**src/rtl/jtvigil_pcm_multi_if.sv**
```systemverilog
`default_nettype none
//------------------------------------------------------------------------------
// Module : jtvigil_pcm_multi_if
// Brief  : Sound-CPU I/O port, shared ROM port and sample outputs of the PCM fetcher
// Rev    : 1.0  initial release
//------------------------------------------------------------------------------
interface jtvigil_pcm_multi_if #(
   parameter int CH = 2,
   parameter int AW = 16,
   parameter int CW = 1
);
   logic            cpu_wr;
   logic            cpu_rd;
   logic [CW-1:0]   cpu_ch;
   logic [1:0]      cpu_reg;
   logic [7:0]      cpu_din;
   logic [7:0]      cpu_dout;
   logic            rom_cs;
   logic [AW-1:0]   rom_addr;
   logic [7:0]      rom_data;
   logic            rom_ok;
   logic [CH*8-1:0] snd;
   logic [CH-1:0]   snd_stb;
   logic            tick;

   modport master (
      output cpu_wr, cpu_rd, cpu_ch, cpu_reg, cpu_din, rom_data, rom_ok, tick,
      input  cpu_dout, rom_cs, rom_addr, snd, snd_stb
   );

   modport slave (
      input  cpu_wr, cpu_rd, cpu_ch, cpu_reg, cpu_din, rom_data, rom_ok, tick,
      output cpu_dout, rom_cs, rom_addr, snd, snd_stb
   );
endinterface
`default_nettype wire

```
**src/rtl/jtvigil_pcm_multi.sv**
```systemverilog
`default_nettype none
//------------------------------------------------------------------------------
// Module : jtvigil_pcm_multi
// Brief  : CPU-programmed multi-channel PCM fetcher, round-robin shared ROM port.
//          Optional tick-driven autoplay with 8'hFF end marker: JTVIGIL_PCM_AUTO_EN
// Rev    : 1.0  initial release
//------------------------------------------------------------------------------
module jtvigil_pcm_multi #(
   parameter int CH = 2,
   parameter int AW = 16,
   parameter int CW = 1
) (
   input wire                clk,
   input wire                rst_n,
   jtvigil_pcm_multi_if.slave bus
);
   localparam logic [1:0]    c_IDLE    = 2'd0;
   localparam logic [1:0]    c_ADDR    = 2'd1;
   localparam logic [1:0]    c_WAIT    = 2'd2;
   localparam logic [1:0]    c_DONE    = 2'd3;
   localparam logic [AW-1:0] c_LO_MASK = AW'(8'hFF);

   logic [1:0]      r_state, w_state_nxt;
   logic            r_wr_d, w_wr_rise;
   logic [CH-1:0]   w_adv, r_pend, w_clr, r_stb;
   logic [AW-1:0]   r_cnt [CH];
   logic [7:0]      r_snd [CH];
   logic [7:0]      r_shadow [CH];
   logic [CW-1:0]   r_gnt, r_last, w_next, w_sel_hi, w_sel_lo;
   logic            w_any, w_hit_hi, w_grant, w_capture, w_done, w_end;
   logic [AW-1:0]   r_addr, w_gnt_cnt;
   logic [7:0]      r_data;
   logic [CH*8-1:0] w_snd;
`ifdef JTVIGIL_PCM_AUTO_EN
   logic [CH-1:0]   r_auto;
`endif

   always_ff @(posedge clk or negedge rst_n) begin
      if (!rst_n) r_wr_d <= 1'b0;
      else        r_wr_d <= bus.cpu_wr;
   end
   assign w_wr_rise = bus.cpu_wr & ~r_wr_d;

   for (genvar n = 0; n < CH; n++) begin : g_adv
      logic w_cpu_adv;
      assign w_cpu_adv = w_wr_rise && (bus.cpu_ch == CW'(n)) && (bus.cpu_reg == 2'd2);
`ifdef JTVIGIL_PCM_AUTO_EN
      assign w_adv[n] = w_cpu_adv | (bus.tick & r_auto[n]);
`else
      assign w_adv[n] = w_cpu_adv;
`endif
   end

   // A new advance outranks a grant clear so an in-flight fetch is always followed by a refetch
   always_ff @(posedge clk or negedge rst_n) begin
      if (!rst_n) begin
         for (int k = 0; k < CH; k++) r_cnt[k] <= '0;
         r_pend <= '0;
      end else begin
         for (int k = 0; k < CH; k++) begin
            if (w_adv[k])
               r_cnt[k] <= r_cnt[k] + 1'b1;
            else if (w_wr_rise && bus.cpu_ch == CW'(k) && bus.cpu_reg == 2'd0)
               r_cnt[k] <= (r_cnt[k] & ~c_LO_MASK) | AW'(bus.cpu_din);
            else if (w_wr_rise && bus.cpu_ch == CW'(k) && bus.cpu_reg == 2'd1)
               r_cnt[k] <= (r_cnt[k] & c_LO_MASK) | AW'({bus.cpu_din, 8'h00});
            if (w_adv[k])      r_pend[k] <= 1'b1;
            else if (w_clr[k]) r_pend[k] <= 1'b0;
         end
      end
   end

`ifdef JTVIGIL_PCM_AUTO_EN
   always_ff @(posedge clk or negedge rst_n) begin
      if (!rst_n) begin
         r_auto <= '0;
      end else begin
         for (int k = 0; k < CH; k++) begin
            if (w_done && w_end && r_gnt == CW'(k)) r_auto[k] <= 1'b0;
            if (w_wr_rise && bus.cpu_ch == CW'(k) && bus.cpu_reg == 2'd3)
               r_auto[k] <= bus.cpu_din[0];
         end
      end
   end
   assign w_end = (r_data == 8'hFF);
`else
   assign w_end = 1'b0;
`endif

   // Round robin: lowest pending channel above the last grant, else lowest pending overall
   always_comb begin
      w_any     = 1'b0;
      w_hit_hi  = 1'b0;
      w_sel_hi  = '0;
      w_sel_lo  = '0;
      w_gnt_cnt = '0;
      for (int k = CH - 1; k >= 0; k--) begin
         if (r_pend[k]) begin
            w_any    = 1'b1;
            w_sel_lo = CW'(k);
            if (CW'(k) > r_last) begin
               w_hit_hi = 1'b1;
               w_sel_hi = CW'(k);
            end
         end
      end
      w_next = w_hit_hi ? w_sel_hi : w_sel_lo;
      for (int k = 0; k < CH; k++) begin
         if (w_next == CW'(k)) w_gnt_cnt = r_cnt[k];
         w_clr[k] = w_grant && (w_next == CW'(k));
      end
   end

   always_ff @(posedge clk or negedge rst_n) begin
      if (!rst_n) r_state <= c_IDLE;
      else        r_state <= w_state_nxt;
   end

   always_comb begin
      w_state_nxt = r_state;
      case (r_state)
         c_IDLE:  if (w_any) w_state_nxt = c_ADDR;
         c_ADDR:  w_state_nxt = c_WAIT;
         c_WAIT:  if (bus.rom_ok) w_state_nxt = c_DONE;
         c_DONE:  w_state_nxt = c_IDLE;
         default: w_state_nxt = c_IDLE;
      endcase
   end

   always_comb begin
      bus.rom_cs = (r_state != c_IDLE);
      w_grant    = (r_state == c_IDLE) && w_any;
      w_capture  = (r_state == c_WAIT) && bus.rom_ok;
      w_done     = (r_state == c_DONE);
   end

   always_ff @(posedge clk or negedge rst_n) begin
      if (!rst_n) begin
         r_gnt  <= '0;
         r_last <= CW'(CH - 1);
         r_addr <= '0;
         r_data <= 8'h00;
      end else begin
         if (w_grant) begin
            r_gnt  <= w_next;
            r_last <= w_next;
            r_addr <= w_gnt_cnt;
         end
         if (w_capture) r_data <= bus.rom_data;
      end
   end

   // AC coupling: 8'h80 is silence, so the sample is mirrored around it
   always_ff @(posedge clk or negedge rst_n) begin
      if (!rst_n) begin
         for (int k = 0; k < CH; k++) begin
            r_snd[k]    <= 8'h00;
            r_shadow[k] <= 8'h00;
         end
         r_stb <= '0;
      end else begin
         for (int k = 0; k < CH; k++) begin
            r_stb[k] <= w_done && !w_end && (r_gnt == CW'(k));
            if (w_done && r_gnt == CW'(k)) begin
               r_shadow[k] <= r_data;
               if (!w_end) r_snd[k] <= 8'h80 - r_data;
            end
         end
      end
   end

   always_comb begin
      bus.cpu_dout = 8'h00;
      w_snd        = '0;
      for (int k = 0; k < CH; k++) begin
         w_snd[8*k +: 8] = r_snd[k];
         if (bus.cpu_ch == CW'(k)) bus.cpu_dout = r_shadow[k];
      end
   end

   assign bus.snd      = w_snd;
   assign bus.snd_stb  = r_stb;
   assign bus.rom_addr = r_addr;

endmodule
`default_nettype wire

```
**src/flat_wrapper.sv**
```systemverilog
// flat-port wrapper written by rule: the top's interface ports become plain ports
module jtvigil_pcm_multi_flat 
#(
   parameter int CH = 2,
   parameter int AW = 16,
   parameter int CW = 1
)
  (clk, rst_n, bus_cpu_wr, bus_cpu_rd, bus_cpu_ch, bus_cpu_reg, bus_cpu_din, bus_rom_data, bus_rom_ok, bus_tick, bus_cpu_dout, bus_rom_cs, bus_rom_addr, bus_snd, bus_snd_stb);
  jtvigil_pcm_multi_if #(.CH(CH), .AW(AW), .CW(CW)) bus_i ();
  input wire clk;
  input wire rst_n;
  input wire logic [$bits(bus_i.cpu_wr)-1:0] bus_cpu_wr;
  input wire logic [$bits(bus_i.cpu_rd)-1:0] bus_cpu_rd;
  input wire logic [$bits(bus_i.cpu_ch)-1:0] bus_cpu_ch;
  input wire logic [$bits(bus_i.cpu_reg)-1:0] bus_cpu_reg;
  input wire logic [$bits(bus_i.cpu_din)-1:0] bus_cpu_din;
  input wire logic [$bits(bus_i.rom_data)-1:0] bus_rom_data;
  input wire logic [$bits(bus_i.rom_ok)-1:0] bus_rom_ok;
  input wire logic [$bits(bus_i.tick)-1:0] bus_tick;
  output wire logic [$bits(bus_i.cpu_dout)-1:0] bus_cpu_dout;
  output wire logic [$bits(bus_i.rom_cs)-1:0] bus_rom_cs;
  output wire logic [$bits(bus_i.rom_addr)-1:0] bus_rom_addr;
  output wire logic [$bits(bus_i.snd)-1:0] bus_snd;
  output wire logic [$bits(bus_i.snd_stb)-1:0] bus_snd_stb;
  assign bus_i.cpu_wr = bus_cpu_wr;
  assign bus_i.cpu_rd = bus_cpu_rd;
  assign bus_i.cpu_ch = bus_cpu_ch;
  assign bus_i.cpu_reg = bus_cpu_reg;
  assign bus_i.cpu_din = bus_cpu_din;
  assign bus_i.rom_data = bus_rom_data;
  assign bus_i.rom_ok = bus_rom_ok;
  assign bus_i.tick = bus_tick;
  assign bus_cpu_dout = bus_i.cpu_dout;
  assign bus_rom_cs = bus_i.rom_cs;
  assign bus_rom_addr = bus_i.rom_addr;
  assign bus_snd = bus_i.snd;
  assign bus_snd_stb = bus_i.snd_stb;
  jtvigil_pcm_multi #(.CH(CH), .AW(AW), .CW(CW)) u_core (.clk(clk), .rst_n(rst_n), .bus(bus_i));
endmodule
```
**config.mk**
```make
export PLATFORM = sky130hd
export DESIGN_NAME = jtvigil_pcm_multi_flat
export DESIGN_NICKNAME = d
export VERILOG_FILES = /design/src/rtl/jtvigil_pcm_multi_if.sv /design/src/rtl/jtvigil_pcm_multi.sv /design/src/flat_wrapper.sv
export SDC_FILE = /design/constraint.sdc
export NUM_CORES = 1
export LEC_CHECK = 0
export ABC_AREA = 1
export BUFFER_PORTS_ARGS = -buffer_cell sky130_fd_sc_hd__buf_2
export CORE_MARGIN = 2
export CORE_UTILIZATION = 57
export CTS_BUF_LIST = sky130_fd_sc_hd__clkbuf_16
export DETAILED_ROUTE_END_ITERATION = 7
export GPL_TIMING_DRIVEN = 0
export HOLD_SLACK_MARGIN = 0.12
export PLACE_DENSITY = 0.79
export SLEW_MARGIN = 20
export SYNTH_ARGS = -nofsm -noshare
export SYNTH_HDL_FRONTEND = slang
export SYNTH_SLANG_ARGS = --single-unit
```
**constraint.sdc**
```tcl
create_clock -name clk -period 1.95 [get_ports clk]
set_clock_uncertainty 0.15 [all_clocks]
set_input_delay 0.195 -clock clk [delete_from_list [all_inputs] [get_ports clk]]
set_output_delay 0.195 -clock clk [all_outputs]
set_load 0.02 [all_outputs]
```
==> flow_summary_export.csv <==
group,metric,value,unit
pwr,p_total,8.62,mW
route,dr.pass1.iters,5,
global_route,grtUsageTotal,30.2,%
synth,ys_ff_latch,95,
placed_design,gp_congestion,0.886,
clock_tree,path_clk_slew,0.07,ns
final_layout,finalNonFillerCells,809,
run_status,status,"completed",
pwr,p_leak,2.95,nW
clock_tree,clockBufferDepth,2,
clock_tree,clock_latency,0.34,ns
final_layout,drive_gt1_share,15.5,%
global_route,antenna_found_initial,0,
synth,avgSynthCellArea,7.95,um2
synth,synth_area,4800,um2
final_layout,fin_area,5830,um2
die,core,8180,um2
route,drt.antenna.violating_nets,0,
route,drt_wl_total,13100,um
sta,grt_setup_unrepaired,"false",
final_layout,synthToLayoutAreaGrowth,21.5,%
clock_tree,cts_tree,"built",
synth,syn_nets,635,
worst_hold_path,hold_path_depth,3,
sta,fmax,0.540,GHz
synth,yosysWarnings,0,
clock_tree,cts_sinks,95,
placed_design,hpwl,9480,um
final_layout,fill_cells,669,
die,initial_core_util,58.7,%
synth,yosysUniqueCellTypes,28,
final_layout,multi_input_area,2040,um2
sta,hold_viol,0,
route,drc,0,
worst_setup_path,worstPathArrival,1.96,ns
sta,fin_ws,0.0996,ns
worst_setup_path,endpoint,"u_core.bus.rom_addr[9]",
clock_tree,htreeDepth,3,
global_route,grt_pass1_wl,21000,um
final_layout,finalNetCount,730,
worst_setup_path,startpoint_type,"flop",
worst_setup_path,critPathLaunch,"u_core.r_state[0]",
sta,slew_viol_final,0,
worst_setup_path,slowest_delay,0.40,ns
worst_setup_path,ff2ff_setup_slack,0.1,ns
sta,setup_viol,0,
global_route,grt.overflow.total,0,
sta,slew_headroom,67.2,%
die,die_x,95.8,um
sta,tightest_slew,0.492,ns
worst_setup_path,crit_path_end_kind,"flop",
worst_setup_path,reg2regPathDepth,5,
clock_tree,root_buffer,"clkbuf_16",
die,io_pins,68,
pwr,vdd_drop_max,947,uV
worst_setup_path,r2r_start,"u_core.r_state[0]",
route,dr.first_iter.drc_count,345,
route,via_per_inst,5.66,
die,std_cell_rows,33,
clock_tree,cts_made_buffers,9,
global_route,grt_pass1_vias,4339,
route,num_vias,4576,
final_layout,diodes,0,
final_layout,ff_latch_area,2380,um2
placed_design,dpl.cell_count,774,
pwr,powerDensity,1480,nW/um2
die,die_y,95.8,um
synth,synth_seq_area_share,49.6,%
worst_setup_path,crit_chain,"inv_1 -> ha_1 -> nand3_1 -> buf_2 -> o221ai_1",
placed_design,pre_cts_slack,0.0585,ns
placed_design,portBuffers,64,
worst_setup_path,worst_path_max_delay_cell,"dfrtp_1",
job,cap_violations,0,
worst_setup_path,crit_fanout,10,
sta,layout_min_cycle_time,1.85,ns
placed_design,placement.cell_area,5290,um2
synth,synth_cells,604,
worst_setup_path,worst_ep_required_time,2.06,ns
sta,fin_setup_tns,0,ns
die,fp.dieArea,9170,um2
global_route,grt_max_degree,55,
worst_setup_path,r2r-end,"u_core.bus.rom_addr[9]",
final_layout,final_util,71.3,%
sta,period_share,94.9,%
worst_setup_path,path_class,"flop to flop",
route,avgRoutedWirePerCell,16.2,um
worst_hold_path,min_path_type,"primary input to flop",
sta,whs,0.160,ns
## cell usage in the layout, fill, tap and decap left out, drive strengths merged, types with 3 or more instances in the layout
cell and instances:
nand4 6, bufinv 3, nor2 60, ha 6, o21ai 45, dfrtp 94
inv 77, nand3 43, nand2 175, a21oi 45, clkbuf 16, buf 74
o221ai 24, dlygate4sd3 20, xor2 6, o211ai 5
## routing by layer
metal	routed length, um	GRT usage (%)	vias to the layer above
met5	0	0	-
met4	378	11.8	0
met3	1020	5.32	31
met2	6300	50.3	193
met1	5380	39.3	2190
li1	-	-	2162
## layout make-up
type	instances	share of cell area, %
multi-input cells	418	35.1
well taps	105	2.25
clock inverters	7	2.15
flip-flops and latches	95	40.8
repair buffers	85	9.50
plain buffers	16	1.59
clock buffers	9	3.86
inverters	74	4.81
## kinds of logic (layout without fill, tap and decap cells)
kind of cell,after synthesis,after routing,synth area share (%)
xor+xnor,6,6,1.09
fa+ha+maj,6,6,1.56
flops,95,95,49.6
compound gates,121,121,15.2
buf+inv,91,191,7.85
simple gates,285,285,24.8
## state kept, by name, indices dropped and copies added, names as in the netlist
signal               cells
u_core.r_last            1
u_core.r_wr_d            1
u_core.r_cnt            32
u_core.r_gnt             1
u_core.r_pend            2
u_core.bus.snd_stb       2
u_core.bus.snd          14
u_core.bus.rom_addr     16
u_core.r_data            8
u_core.r_shadow         16
u_core.r_state           2
## power by group
group	switching, mW	internal (mW)	total, mW
sequential	0.551	2.78	3.33
combinational	2.15	1.10	3.24
clock	0.781	1.27	2.05
total	3.48	5.14	8.62
## worst max-delay path, delay by kind of cell (launching register included)
family	cells	cell delay [ns]
AOI/OAI and AO/OA	1	0.21
and+or+nand+nor	1	0.36
DFF	1	0.40
adders and majority gates	1	0.20
buffers and inverters	2	0.45
## cell usage after synthesis, drive strengths merged
master    n  area share, %
a21oi    45            5.0
a22oi     2           0.31
buf       9            1.4
clkbuf    8           0.63
dfrtp    94             49
dfstp     1           0.55
ha        6            1.6
inv      74            5.8
nand2   175             14
nand3    43            4.5
nand4     6           0.78
nor2     60            5.2
o211ai    5           0.78
o21ai    45            4.7
o221ai   24            4.4
or2       1           0.13
xor2      6            1.1
## worst min-delay path by stage
stage                        start                      to  slack, ns
floorplan                    rst_n  u_core.bus.rom_addr[0]      -0.25
global placement        bus_cpu_wr           u_core.r_wr_d       0.17
detailed placement           rst_n         u_core.r_cnt[1]     -0.006
CTS                 bus_cpu_reg[1]        u_core.r_pend[1]       0.15
global route        bus_cpu_reg[1]        u_core.r_pend[0]       0.18
finish              bus_cpu_reg[1]        u_core.r_pend[1]       0.16
## repair_timing
item	CTS	global route
setup buffers	0	0
hold buffers	20	0
gates resized for setup	0	0
setup endpoints to repair	0	9
endpoints found under the hold margin	130	0
(Power assumes the default switching activity.)
